===== config.mk =====
export PLATFORM = sky130hd
export DESIGN_NAME = if_fetch_unit
export DESIGN_NICKNAME = d
export VERILOG_FILES = /design/src/rtl/riscv_pkg.sv /design/src/rtl/if_fetch_unit.sv
export SDC_FILE = /design/constraint.sdc
export NUM_CORES = 1
export LEC_CHECK = 0
export ABC_AREA = 0
export BUFFER_PORTS_ARGS = -buffer_cell sky130_fd_sc_hd__buf_2
export CORE_ASPECT_RATIO = 0.75
export CORE_MARGIN = 4
export CORE_UTILIZATION = 46
export DETAILED_ROUTE_END_ITERATION = 12
export HOLD_SLACK_MARGIN = 0.15
export PLACE_DENSITY = 0.76
export SYNTH_ARGS = -nofsm -noshare
export SYNTH_HDL_FRONTEND = slang
export SYNTH_SLANG_ARGS = --single-unit

===== constraint.sdc =====
create_clock -name clk -period 2.2 [get_ports clk]
set_input_delay 0 -clock clk [delete_from_list [all_inputs] [get_ports clk]]
set_output_delay 0 -clock clk [all_outputs]
set_load 0.02 [all_outputs]

===== src/rtl/riscv_pkg.sv =====
// rtl/riscv_pkg.sv - shared pipeline types and constants for the front end
//
// Purpose: constants and types shared by the fetch unit and the IF/ID register.
//   XLEN          - datapath width
//   NOP_INSTR     - canonical NOP (addi x0,x0,0) used when no instruction is valid
//   fetch_state_t - fetch FSM states
package riscv_pkg;

    localparam int XLEN = 32;

    localparam logic [XLEN-1:0] NOP_INSTR = 32'h0000_0013;

    typedef enum logic [1:0] {
        IDLE = 2'd0,  // no request outstanding, issue one now
        WAIT = 2'd1,  // one request outstanding, response will be used
        HOLD = 2'd2,  // response captured, IF/ID stalled
        DROP = 2'd3   // one request outstanding, response is wrong-path
    } fetch_state_t;

endpackage


===== src/rtl/if_fetch_unit.sv =====
// rtl/if_fetch_unit.sv - instruction fetch stage feeding the IF/ID register
//
// Purpose: owns the PC, issues single-word fetches (at most one outstanding),
// presents each returned instruction with its PC, holds it across stalls and
// discards wrong-path responses after a redirect.
// Ports:
//   clk, reset        - clock, synchronous active-high reset
//   stall             - hazard stall (same signal stalls IF/ID)
//   redirect          - taken branch/jump from EX, flushes IF/ID
//   redirect_pc       - redirect target, low two bits ignored
//   imem_req          - single-cycle fetch request
//   imem_addr         - request address (the internal pc)
//   imem_rvalid       - fetch response valid
//   imem_rdata        - fetch response instruction
//   fetch_valid       - fetch_instr/fetch_pc carry a real instruction
//   fetch_instr       - instruction to IF/ID, NOP when not valid
//   fetch_pc          - PC of fetch_instr, 0 when not valid
module if_fetch_unit
    import riscv_pkg::*;
#(
    parameter logic [XLEN-1:0] RESET_PC = 32'h0000_0000
) (
    input  logic            clk,
    input  logic            reset,
    input  logic            stall,
    input  logic            redirect,
    input  logic [XLEN-1:0] redirect_pc,
    output logic            imem_req,
    output logic [XLEN-1:0] imem_addr,
    input  logic            imem_rvalid,
    input  logic [XLEN-1:0] imem_rdata,
    output logic            fetch_valid,
    output logic [XLEN-1:0] fetch_instr,
    output logic [XLEN-1:0] fetch_pc
);

    fetch_state_t    state_q, state_d;
    logic [XLEN-1:0] pc_q, pc_d;
    logic [XLEN-1:0] req_pc_q, req_pc_d;
    logic [XLEN-1:0] hold_instr_q, hold_instr_d;
    logic            issue;
    logic [XLEN-1:0] redirect_tgt;

    // Targets are always word aligned; the low bits from EX are discarded.
    assign redirect_tgt = redirect_pc & ~32'h0000_0003;

    always_comb begin
        state_d      = state_q;
        pc_d         = pc_q;
        req_pc_d     = req_pc_q;
        hold_instr_d = hold_instr_q;
        issue        = 1'b0;
        fetch_valid  = 1'b0;
        fetch_instr  = NOP_INSTR;
        fetch_pc     = '0;

        if (reset) begin
            state_d      = IDLE;
            pc_d         = RESET_PC;
            req_pc_d     = RESET_PC;
            hold_instr_d = NOP_INSTR;
        end else if (redirect) begin
            pc_d         = redirect_tgt;
            hold_instr_d = NOP_INSTR;
            // A request still in flight must have its response swallowed;
            // if it returns this very cycle it is already gone.
            if ((state_q == WAIT || state_q == DROP) && !imem_rvalid) begin
                state_d = DROP;
            end else begin
                state_d = IDLE;
            end
        end else begin
            unique case (state_q)
                IDLE: begin
                    // Stall does not block issue: the result is held in HOLD.
                    issue   = 1'b1;
                    state_d = WAIT;
                end
                WAIT: begin
                    if (imem_rvalid) begin
                        fetch_valid = 1'b1;
                        fetch_instr = imem_rdata;
                        fetch_pc    = req_pc_q;
                        if (!stall) begin
                            issue = 1'b1;
                        end else begin
                            hold_instr_d = imem_rdata;
                            state_d      = HOLD;
                        end
                    end
                end
                HOLD: begin
                    fetch_valid = 1'b1;
                    fetch_instr = hold_instr_q;
                    fetch_pc    = req_pc_q;
                    if (!stall) begin
                        issue   = 1'b1;
                        state_d = WAIT;
                    end
                end
                DROP: begin
                    if (imem_rvalid) begin
                        issue   = 1'b1;
                        state_d = WAIT;
                    end
                end
                default: begin
                    state_d = IDLE;
                end
            endcase
        end

        if (issue) begin
            req_pc_d = pc_q;
            pc_d     = pc_q + 32'd4;
        end
    end

    always_ff @(posedge clk) begin
        state_q      <= state_d;
        pc_q         <= pc_d;
        req_pc_q     <= req_pc_d;
        hold_instr_q <= hold_instr_d;
    end

    assign imem_req  = issue;
    // pc_q is not yet loaded in the first reset cycle, so show RESET_PC directly.
    assign imem_addr = reset ? RESET_PC : pc_q;

endmodule


Word level (Yosys, flattened, before mapping):

Cells that the tools add are included.

* word-level logic and storage cells: 51
* flip-flop bits (word level): 98
* input port bits: 69

* reductions and logical operators: 9
* add/sub/neg operators: 1
* equality and inequality tests: 7
* muxes and demuxes: 30

Operator list (number)
* 2-to-1 mux 32 bit: 12
* one-hot mux 32 bit (2 select lines): 2
* adder 32 x 3 -> 32 bit (second input constant): 1
* 2-to-1 mux 2 bit: 6
* != test 3 bit (second input constant): 4
* one-hot mux 2 bit (4 select lines): 1
* 2-to-1 mux 1 bit: 7
* == test 2 bit (second input constant): 2
* one-hot mux 1 bit (4 select lines): 1
* AND reduction 4 bit: 1
* AND reduction 3 bit: 1
* nonzero test 3 bit: 1
* == test 2 x 1 -> 1 bit (second input constant): 1
* logical NOT 2 bit: 1
* one-hot mux 1 bit (2 select lines): 1
* nonzero test 2 bit: 1
* OR reduction 2 bit: 1
* logical AND 1 bit: 1
* logical NOT 1 bit: 1
* logical OR 1 bit: 1

Depth between registers and ports, before layout:

Gate-level depths: netlist (run 1).

* depth after elaboration: 6
* mapped depth: 10
* mapped depth without buffers: 8

Worst setup path before layout (run 1):

OpenSTA, ideal clock, no wires.

* path type: reg-to-reg
* from: reg state_q[1]
* to: reg pc_q[10], enable pin
* period minus slack after synthesis: 2.296 ns
* stages on the path, launching flop included: 7
* setup slack: -0.096 ns
* arrival: 1.753 ns
* setup time: 0.543 ns
* buffers on the path: 1
* cell sequence: dfxtp_1 > inv_1 > ha_1 > buf_2 > nor2b_1 > o21ai_1 > nand3_1

* longest elaborated chain between the ends: 5
* elaborated cells on any way between the ends: 8
* classes of those cells: eq/ne (3); mux (3); reduce/logical (2)

Ends and longest elaborated chain
* from (decl): line if_fetch_unit.sv:37 `fetch_state_t state_q, state_d;`
* from (signal assigned): line if_fetch_unit.sv:120 `state_q <= state_d;`
* == test 2 bit (tied with other cells): line if_fetch_unit.sv:73 `unique case (state_q)`
* one-hot mux 1 bit (4 select lines) *: line if_fetch_unit.sv:73
* 2-to-1 mux 1 bit *: line if_fetch_unit.sv:62 `end else if (redirect) begin`
* 2-to-1 mux 1 bit *: line if_fetch_unit.sv:57 `if (reset) begin`
* nonzero test 3 bit (no source line) *
* to (signal assigned): line if_fetch_unit.sv:121 `pc_q <= pc_d;`
* to (decl): line if_fetch_unit.sv:38 `logic [XLEN-1:0] pc_q, pc_d;`

Every way passes the cells marked *; elsewhere a longest branch is shown, timed or not.
A chain may end at the register's enable or synchronous reset.

Final worst setup path (run 1):

* from: reg state_q[0]
* to: reg hold_instr_q[4]

* longest elaborated chain between the ends: 2

Ends and longest elaborated chain
* == test 2 x 1 -> 1 bit: line if_fetch_unit.sv:73
* AND reduction 3 bit (no source line)
* to (signal assigned): line if_fetch_unit.sv:123 `hold_instr_q <= hold_instr_d;`
* to (decl): line if_fetch_unit.sv:40 `logic [XLEN-1:0] hold_instr_q, hold_instr_d;`

Every way passes these cells.

==> results.py, run 1 <==
metrics = {
    "placed_design": {
        "placement.io_buffers": 160,
        "post-place-ws_ps": 209,
        "dp_hpwl_mm": 9.39,
        "placed_cell_areas_um2": 6080,
        "routabilityCongestion": 0.841,
    },
    "timing": {
        "worst_pin_slew_ps": 608,
        "rsz0062_at_grt": "no",
        "max_slew_margin": 0.594,
        "clock-skew-final_ps": 6.74,
        "shortest_clock_period_the_worst_path_allows_after_layout_ps": 2090,
        "max_clock_freq_mhz": 478,
        "setup-tns-final_ps": 0,
        "timing.final.setup_violations": 0,
        "finalMaxSlewViolations": 0,
        "postLayoutSetupSlackWorst_ps": 109,
        "final.period_utilization": 0.950,
        "timing_hold_violations_final": 0,
    },
    "power": {
        "power_per_cell_area_nw_per_um2": 628,
        "power_uw": 4430,
        "vdd.ir_drop.worst_uv": 310,
        "leakagePower_uw": 0.00307,
    },
    "clock_tree": {
        "clk_path_buf_depth": 2,
        "cts_setup_buffers": 0,
        "clk-insertion-delay-late_ps": 340,
        "cts_sinks": 94,
        "worst_setup_hold_path_clk_slew_ps": 70,
        "cts-htree-levels": 3,
        "ctsRootBufferMaster": "sky130_fd_sc_hd__clkbuf_16",
        "tritoncts": "built",
        "total_cts_buffers": 9,
    },
    "outcome": {
        "outcome": "completed",
    },
    "synth": {
        "dominantRegCellSynth": "sky130_fd_sc_hd__edfxtp_1",
        "synth-seq-area-share": 0.483,
        "synth_cell_type_count": 42,
        "yosys_warnings": 0,
        "postSynthCellCount": 544,
        "synth_area_um2": 5130,
        "post_synth.cell_area_avg_um2": 9.44,
        "ys_ff_latch": 94,
        "synth-async-reset-ratio": 0,
        "synth-edff-count": 60,
    },
    "routing": {
        "final_ant_viol_nets": 0,
        "detail_route.first_pass.iterations": 5,
        "detail_route.vias_per_cell": 5.31,
        "detail_route.wirelength_mm": 14.3,
        "dr_total_vias": 4806,
        "drt_iter0_markers": 357,
        "routed_wl_per_cell_um": 15.8,
        "remaining_drc_errors": 0,
    },
    "die": {
        "initial_core_util": 0.471,
        "core-area_um2": 10900,
        "chipHeight_um": 99.5,
        "floorplan_die_width_um": 130,
        "floorplan_die_area_um2": 12900,
        "num_rows": 33,
        "io-pin-count": 167,
    },
    "cells_and_area": {
        "final_design_area_no_fill_um2": 7050,
        "post_route_cells_drive_above_1_share": 0.280,
        "post_layout_nets": 833,
        "final_core_util": 0.647,
        "syn2layout_area_growth_pct": 37.3,
    },
    "min_path": {
        "holdCritPathClass": "input pin to flop",
    },
    "grt": {
        "globalRoute.totalOverflow": 0,
        "antenna_found_initial": 1,
        "vias_in_the_first_global_route": 4596,
        "grt_pass1_wl_mm": 22.7,
        "grt_start_max_net_pins": 55,
        "grt.total_usage": 0.219,
    },
    "setup_path": {
        "worstPathMaxFanout": 32,
        "start_kind": "flop",
        "cp_data_required_time_ps": 2420,
        "cp.arrival_ps": 2310,
        "cp-end-kind": "flop",
        "setup.worst_path.class": "flop to flop",
    },
    "flow_run": {
        "cap_viol_max_count": 0,
    },
}
-- cells in the mapped netlist (8+ instances only) --
| cell type | instances | share of area |
|---|---|---|
| sky130_fd_sc_hd__xor2_1 | 18 | 0.031 |
| sky130_fd_sc_hd__nand3_1 | 12 | 0.012 |
| sky130_fd_sc_hd__dfxtp_1 | 34 | 0.13 |
| sky130_fd_sc_hd__and3_1 | 8 | 0.0097 |
| sky130_fd_sc_hd__buf_2 | 8 | 0.0078 |
| sky130_fd_sc_hd__a22oi_1 | 29 | 0.042 |
| sky130_fd_sc_hd__nor3_1 | 8 | 0.0078 |
| sky130_fd_sc_hd__a21oi_1 | 32 | 0.031 |
| sky130_fd_sc_hd__and2_1 | 57 | 0.069 |
| sky130_fd_sc_hd__a22o_1 | 26 | 0.044 |
| sky130_fd_sc_hd__nor2_1 | 49 | 0.036 |
| sky130_fd_sc_hd__nor2b_1 | 28 | 0.034 |
| sky130_fd_sc_hd__inv_1 | 9 | 0.0066 |
| sky130_fd_sc_hd__edfxtp_1 | 60 | 0.35 |
| sky130_fd_sc_hd__clkbuf_1 | 28 | 0.020 |
| sky130_fd_sc_hd__nand2_1 | 78 | 0.057 |
| sky130_fd_sc_hd__xnor2_1 | 10 | 0.017 |
-- state kept, by name (all words and copies together) (netlist names) --
name / flops
req_pc_q: 30
pc_q: 30
state_q: 2
hold_instr_q: 32
-- cells by family (layout without fill, tap and decap cells) --
logic type / Yosys count / after routing / share of synthesized area
buf+inv: 54 / 271 / 0.0480
other cells: 1 / 5 / 0.000730
simple gates: 263 / 263 / 0.270
xor+xnor: 28 / 28 / 0.0478
compound gates: 99 / 99 / 0.138
fa+ha+maj: 5 / 5 / 0.0122
flops: 94 / 94 / 0.483
-- timing repair --
| action | 4_1_cts | 5_1_grt |
|---|---|---|
| cloned | 0 | 0 |
| hold buffers | 68 | 0 |
| pin swaps | 0 | 0 |
| hold endpoints to repair | 64 | 0 |
| endpoints found under the setup margin | 28 | 33 |
| resized for setup | 1 | 4 |
-- final cells by class --
| type | count | area [um^2] |
|---|---|---|
| Timing Repair Buffer | 245 | 1640 |
| Antenna cell | 1 | 2.50 |
| Clock inverter | 6 | 37.5 |
| Inverter | 10 | 41.3 |
| Tap cell | 140 | 175 |
| Fill cell | 883 | 3850 |
| Multi-Input combinational cell | 399 | 2440 |
| Clock buffer | 10 | 229 |
| Sequential cell | 94 | 2480 |
-- metrics by stage --
stage / instances / hold WS [ps]
global route: 905 / 412
finish: 905 / 394
global placement: 820 / 232
detailed placement: 820 / 237
CTS: 904 / 379
floorplan: 547 / 123
-- report_power, final --
group	internal, uW	total, uW	switching (uW)
Sequential	2060	2190	133
Clock	763	1410	650
Combinational	367	823	456
Total	3190	4430	1240
-- layer usage --
metal | track usage | wire length [um]
met5 | 0 | 0
met4 | 0.0863 | 390
met3 | 0.0413 | 897
met2 | 0.361 | 7000
met1 | 0.287 | 6010
-- path summary, 6_finish.rpt --
kind	endpoint	cells past startpoint	from	slack [ps]
setup / recovery	hold_instr_q[4]	8	state_q[0]	110
hold / removal	req_pc_q[18]	5	reset	390
setup reg to reg	hold_instr_q[4]	8	state_q[0]	110
hold reg to reg	hold_instr_q[26]	2	hold_instr_q[26]	450
-- critical path: stages, from the launching register on --
cell,delay [ps]
sky130_fd_sc_hd__dfxtp_1,400
sky130_fd_sc_hd__ha_2,200
sky130_fd_sc_hd__buf_4,150
sky130_fd_sc_hd__and2_0,190
sky130_fd_sc_hd__nand2_1,90
sky130_fd_sc_hd__buf_6,200
sky130_fd_sc_hd__nand2_1,100
sky130_fd_sc_hd__nand3_1,70
sky130_fd_sc_hd__dlygate4sd3_1,580
-- layout by cell type (no fill, tap or decap), types with 9 or more instances in the layout --
master	netlist	final
sky130_fd_sc_hd__a21oi_1	32	31
sky130_fd_sc_hd__a22o_1	26	26
sky130_fd_sc_hd__a22oi_1	29	29
sky130_fd_sc_hd__and2_1	57	57
sky130_fd_sc_hd__buf_2	8	160
sky130_fd_sc_hd__buf_4	5	13
sky130_fd_sc_hd__clkbuf_16	0	9
sky130_fd_sc_hd__dfxtp_1	34	33
sky130_fd_sc_hd__dlygate4sd3_1	0	68
sky130_fd_sc_hd__edfxtp_1	60	60
sky130_fd_sc_hd__nand2_1	78	78
sky130_fd_sc_hd__nand3_1	12	11
sky130_fd_sc_hd__nor2_1	49	47
sky130_fd_sc_hd__nor2b_1	28	28
sky130_fd_sc_hd__xnor2_1	10	10
sky130_fd_sc_hd__xor2_1	18	18
Note: power is estimated with default switching activity, not from simulation.
==> run 2, diff against run 1 <==
Settings changed: CORE_UTILIZATION 46 to 50, PLACE_DENSITY 0.76 to 0.79, SLEW_MARGIN set to 0.
Clock period 2.2 ns to 2.3 ns, I/O delays scaled along.
==> run 2 against run 1 <==
Total power is 3.1% lower. Routed wire length up 2.2%. Global-route usage up 2.2 points. Die area shrank 7.4%. Critical path depth decreased by 1. Hold slack worse by 240 ps. Setup slack got worse by 5.9 ps. Final area decreased by 1.2%. Final cell count shrank 1.4%. Largest power group unchanged. Highest routed layer unchanged.
==> results.py, run 2 (same netlist as run 1, synthesis figures left out) <==
metrics = {
    "clock_tree": {
        "cts_sinks": 94,
        "ctsRootBufferMaster": "sky130_fd_sc_hd__clkbuf_16",
        "clk_path_buf_depth": 2,
        "cts-htree-levels": 3,
        "clk-insertion-delay-late_ps": 340,
        "cts_setup_buffers": 0,
        "total_cts_buffers": 9,
        "tritoncts": "built",
        "worst_setup_hold_path_clk_slew_ps": 60,
    },
    "setup_path": {
        "r2r-start": "state_q[0]",
        "cpLargestDelayFamily": "buffers and inverters",
        "path_cells": "inv_1, ha_1, buf_6, a221oi_1, or2_2, o22a_1, dlygate4sd3_1",
        "cp-end-kind": "flop",
        "crit_slowest_cell": "sky130_fd_sc_hd__dlygate4sd3_1",
        "cp.arrival_ps": 2420,
        "cp_num_buf_inv": 3,
        "start_kind": "flop",
        "worst_setup_path_startpoint": "state_q[0]",
        "setup.worst_path.class": "flop to flop",
        "worstPathMaxFanout": 36,
        "timing.critical_path.slowest_cell_delay_ps": 540,
        "cp_data_required_time_ps": 2520,
    },
    "power": {
        "power_per_cell_area_nw_per_um2": 616,
        "vdd.ir_drop.worst_uv": 540,
        "leakagePower_uw": 0.00305,
    },
    "placed_design": {
        "placement.io_buffers": 160,
        "post-place-ws_ps": 251,
        "dp_hpwl_mm": 9.40,
        "routabilityCongestion": 0.814,
    },
    "timing": {
        "worst_pin_slew_ps": 613,
        "final.period_utilization": 0.955,
        "postLayoutSetupSlackWorst_ps": 104,
        "max_slew_margin": 0.591,
        "setup-tns-final_ps": 0,
        "rsz0062_at_grt": "no",
        "max_clock_freq_mhz": 455,
        "shortest_clock_period_the_worst_path_allows_after_layout_ps": 2200,
        "clock-skew-final_ps": 5.00,
        "timing.final.setup_violations": 0,
        "finalMaxSlewViolations": 0,
        "timing_hold_violations_final": 0,
    },
    "cells_and_area": {
        "most-common-layout-cells": "160 x sky130_fd_sc_hd__buf_2, 78 x sky130_fd_sc_hd__nand2_1, 66 x sky130_fd_sc_hd__dlygate4sd3_1, 60 x sky130_fd_sc_hd__edfxtp_1, 57 x sky130_fd_sc_hd__and2_1",
        "post_route_cells_drive_above_1_share": 0.266,
        "reg_top3": "hold_instr_q x32, pc_q x30, req_pc_q x30",
        "leading_cell_type_in_the_layout_fill_and_taps_excluded": "sky130_fd_sc_hd__buf_2",
        "syn2layout_area_growth_pct": 35.7,
        "largest_register_ff_count": 32,
        "post_layout_nets": 828,
        "registers.top_by_ff_count": "hold_instr_q",
    },
    "routing": {
        "drt_iter0_markers": 356,
        "remaining_drc_errors": 0,
        "final_ant_viol_nets": 0,
        "dr_total_vias": 4857,
        "detail_route.wirelength_mm": 14.6,
        "detail_route.first_pass.iterations": 5,
        "detail_route.vias_per_cell": 5.45,
        "routed_wl_per_cell_um": 16.4,
    },
    "die": {
        "initial_core_util": 0.521,
        "floorplan_die_area_um2": 12000,
        "chipHeight_um": 95.8,
        "num_rows": 31,
        "floorplan_die_width_um": 125,
        "core-area_um2": 9850,
        "io-pin-count": 167,
    },
    "outcome": {
        "outcome": "completed",
    },
    "min_path": {
        "min_from": "stall",
        "holdCritPathClass": "input pin to flop",
    },
    "grt": {
        "grt_start_max_net_pins": 55,
        "globalRoute.totalOverflow": 0,
        "grt.total_usage": 0.242,
        "grt_pass1_wl_mm": 23.1,
        "antenna_found_initial": 0,
        "vias_in_the_first_global_route": 4777,
    },
    "flow_run": {
        "cap_viol_max_count": 0,
    },
}
run 2: changes by cell type in the layout (fill, tap and decap cells not counted), sizes merged:
cell         previous run  this run
clkbuf                 10        11
clkinv                  4         3
clkinvlp                2         1
dlygate4sd3            68        66
buf                   177       174
bufinv                  0         1
run 2: stage by stage:
stage / util / cell area, um^2 / power (uW) / cells / hold WS [ps]
after floorplan: - / 5150 / 2540 / 547 / 123
after global placement: 0.610 / 6010 / 2760 / 809 / 231
after detailed placement: 0.610 / 6010 / 2790 / 809 / 232
after CTS: 0.706 / 6960 / 4290 / 891 / 154
after global routing: 0.707 / 6960 / 4470 / 891 / 215
final: 0.707 / 6970 / 4290 / 892 / 159
run 2: power by group:
group	internal (uW)	switching [uW]	leakage, uW
sequential	1970	130	0.000944
combinational	336	423	0.00197
clock	834	599	0.000135
total	3140	1150	0.00305
run 2: final cells by class:
class	count	area (um^2)
fillers	718	2890
flip-flops and latches	94	2480
multi-input cells	399	2420
repair buffers	240	1570
clock buffers	11	233
well taps	132	165
clock inverters	5	50.0
inverters	10	40.0
diodes	1	2.50
run 2: final timing paths:
path	endpoint	slack [ps]	depth (start not counted)
worst max-delay path	state_q[0]	100	7
worst min-delay path	state_q[1]	160	4
worst max register to register	state_q[0]	100	7
worst min register to register	hold_instr_q[9]	450	2
run 2: layer usage:
metal / routed length [um] / global-route usage / part of all wire / vias up
met4: 599 / 0.122 / 0.041 / 0
met3: 1010 / 0.0521 / 0.069 / 51
met1: 5990 / 0.300 / 0.41 / 2284
li1: - / - / - / 2296
met5: 0 / 0 / 0 / -
met2: 7010 / 0.407 / 0.48 / 226
run 2: timing repair:
action                     CTS  global route
hold buffers                66             0
hold endpoints to repair    64             0
setup endpoints to repair    0             6
resized for setup            0             4
run 2: worst register-to-register path, delay by kind of cell, from the launching register on:
kind	cells	cell delay, ps
and+or+nand+nor	1	310
buffers and inverters	3	910
adders and majority gates	1	190
DFF	1	340
AOI/OAI and AO/OA	2	330
==> run 3, diff against run 2 <==
Settings changed: CORE_MARGIN 4 to unset, CTS_CLUSTER_DIAMETER set to 50.
==> run 3 against run 2 <==
Register-to-register slack worse by 30 ps. Sequential share of layout area about the same. Via count down 0.31%. Final cell count unchanged. Utilization up 0.36 points. Critical endpoint is now state_q[1]. Largest cell class unchanged. Highest routed layer unchanged.
==> results.py, run 3 (same netlist as run 1, synthesis figures left out) <==
metrics = {
    "cells_and_area": {
        "diode_count": 0,
        "final.fill_count": 736,
        "most-common-layout-cells": "160 x sky130_fd_sc_hd__buf_2, 78 x sky130_fd_sc_hd__nand2_1, 67 x sky130_fd_sc_hd__dlygate4sd3_1, 60 x sky130_fd_sc_hd__edfxtp_1, 57 x sky130_fd_sc_hd__and2_1",
        "post_layout_nets": 829,
        "largest_register_ff_count": 32,
        "leading_cell_type_in_the_layout_fill_and_taps_excluded": "sky130_fd_sc_hd__buf_2",
        "syn2layout_area_growth_pct": 35.8,
        "registers.top_by_ff_count": "hold_instr_q",
        "post_route_cells_drive_above_1_share": 0.264,
        "reg_top3": "hold_instr_q x32, pc_q x30, req_pc_q x30",
    },
    "flow_run": {
        "cap_viol_max_count": 0,
    },
    "grt": {
        "grt.busiest_layer": "met2",
        "grtUsageMet1": 0.335,
        "grt_use_met2": 0.426,
        "grt_pass1_wl_mm": 22.2,
        "antenna_found_initial": 0,
        "globalRoute.totalOverflow": 0,
        "grt.total_usage": 0.260,
        "grt_start_max_net_pins": 55,
        "globalRouteMet3Util": 0.0527,
        "vias_in_the_first_global_route": 4643,
    },
    "clock_tree": {
        "worst_setup_hold_path_clk_slew_ps": 60,
        "ctsRootBufferMaster": "sky130_fd_sc_hd__clkbuf_16",
        "tritoncts": "built",
        "cts-htree-levels": 3,
        "cts_sinks": 94,
        "clk_path_buf_depth": 2,
        "cts_setup_buffers": 0,
        "total_cts_buffers": 9,
        "clk-insertion-delay-late_ps": 330,
    },
    "setup_path": {
        "cp_data_required_time_ps": 2510,
        "worstPathMaxFanout": 36,
        "crit_slowest_cell": "sky130_fd_sc_hd__dlygate4sd3_1",
        "timing.critical_path.slowest_cell_delay_ps": 570,
        "critical_path_cell_count": 7,
        "worst_r2r_endpoint": "state_q[1]",
        "r2r_setup_slack_ps": 70,
        "cp_num_buf_inv": 3,
        "r2r-start": "state_q[0]",
        "worstRegToRegCells": 7,
        "path_cells": "inv_1, ha_1, buf_12, a221oi_1, or2_2, o22a_1, dlygate4sd3_1",
        "cp.arrival_ps": 2440,
        "cpLargestDelayFamily": "buffers and inverters",
        "start_kind": "flop",
        "setup.worst_path.class": "flop to flop",
        "cp-end-kind": "flop",
    },
    "die": {
        "floorplan_die_area_um2": 10700,
        "initial_core_util": 0.523,
        "io-pin-count": 167,
        "core-area_um2": 9810,
        "chipHeight_um": 89.8,
        "floorplan_die_width_um": 119,
        "num_rows": 31,
    },
    "power": {
        "vdd.ir_drop.worst_uv": 466,
        "power_uw": 4230,
        "power.net_switching_uw": 1120,
        "p_clk_frac": 0.320,
        "netSwitchingFraction": 0.265,
        "combinationalPowerShare": 0.184,
        "seqPwrFrac": 0.496,
        "leakagePower_uw": 0.00306,
        "p_int_uw": 3100,
        "power_per_cell_area_nw_per_um2": 606,
    },
    "timing": {
        "finalMaxSlewViolations": 0,
        "shortest_clock_period_the_worst_path_allows_after_layout_ps": 2230,
        "clock-skew-final_ps": 5.54,
        "final.period_utilization": 0.969,
        "timing_hold_violations_final": 0,
        "worst_pin_slew_ps": 1120,
        "setup-tns-final_ps": 0,
        "max_clock_freq_mhz": 449,
        "timing.final.setup_violations": 0,
        "max_slew_margin": 0.256,
    },
    "routing": {
        "detail_route.first_pass.iterations": 5,
        "drt_iter0_markers": 296,
        "detail_route.vias_per_cell": 5.43,
        "final_ant_viol_nets": 0,
        "remaining_drc_errors": 0,
        "detail_route.wirelength_mm": 13.8,
        "dr_total_vias": 4842,
        "routed_wl_per_cell_um": 15.5,
    },
    "min_path": {
        "hold_crit_endpoint": "hold_instr_q[1]",
        "holdCritPathClass": "input pin to flop",
        "min_from": "imem_rdata[1]",
        "min_path_cells": 4,
    },
    "placed_design": {
        "dp_hpwl_mm": 8.83,
        "routabilityCongestion": 0.796,
        "placement.io_buffers": 160,
    },
    "outcome": {
        "outcome": "completed",
    },
}
run 3: cell count changes in the layout (fill, tap and decap cells not counted), sizes merged:
cell	before	now
dlygate4sd3	66	67
clkinvlp	1	0
diode	1	0
clkbuf	11	15
bufinv	1	0
clkinv	3	1
run 3: routing by layer:
metal	up-vias	wire, um
met1	2278	5990
met4	0	452
met2	214	6580
li1	2302	-
met3	48	796
met5	-	0
run 3: per-stage QoR:
| stage | instances | hold slack (ps) | area (um^2) | util | setup WS (ps) |
|---|---|---|---|---|---|
| after global routing | 892 | 461 | 6970 | 0.711 | -9.53 |
| after detailed placement | 809 | 231 | 6010 | 0.613 | 182 |
| final | 892 | 443 | 6970 | 0.711 | 71.9 |
| after global placement | 809 | 218 | 6010 | 0.613 | 281 |
| after floorplan | 547 | 123 | 5150 | - | 4.37 |
| after CTS | 892 | 435 | 6960 | 0.709 | 15.6 |
run 3: how the worst max path moves through the flow:
stage	endpoint	slack (ps)	startpoint
after global placement	pc_q[27]	280	pc_q[6]
after CTS	state_q[1]	20	state_q[0]
after global routing	hold_instr_q[12]	-10	state_q[1]
after detailed placement	pc_q[27]	180	pc_q[6]
final	state_q[1]	70	state_q[0]
after floorplan	pc_q[10]	4	state_q[1]
run 3: timing repair:
action,4_1_cts,5_1_grt
hold buffers,67,0
gates resized for setup,0,6
hold endpoints to repair,64,0
setup endpoints to repair,0,33
run 3: cell type report:
class / instances / area, um^2 / share of cell area
flip-flops and latches: 94 / 2480 / 0.356
clock inverters: 1 / 5.00 / 0.000718
clock buffers: 15 / 268 / 0.0384
inverters: 10 / 40.0 / 0.00574
well taps: 132 / 165 / 0.0237
multi-input cells: 399 / 2420 / 0.348
repair buffers: 241 / 1590 / 0.228
run 3: power groups by stage:
stage	registers [uW]	clock network [uW]	logic, uW
3_3_place_gp	2120	0	647
5_1_grt	2110	1450	842
6_report	2090	1350	778
3_5_place_dp	2120	0	664
2_1_floorplan	2080	0	456
4_1_cts	2090	1390	760
run 3: worst reg2reg max path, stage by stage, from the launching register on:
cell                            delay, ps
sky130_fd_sc_hd__dfxtp_1              350
sky130_fd_sc_hd__inv_1                 90
sky130_fd_sc_hd__ha_1                 230
sky130_fd_sc_hd__buf_12               220
sky130_fd_sc_hd__a221oi_1             120
sky130_fd_sc_hd__or2_2                330
sky130_fd_sc_hd__o22a_1               210
sky130_fd_sc_hd__dlygate4sd3_1        570
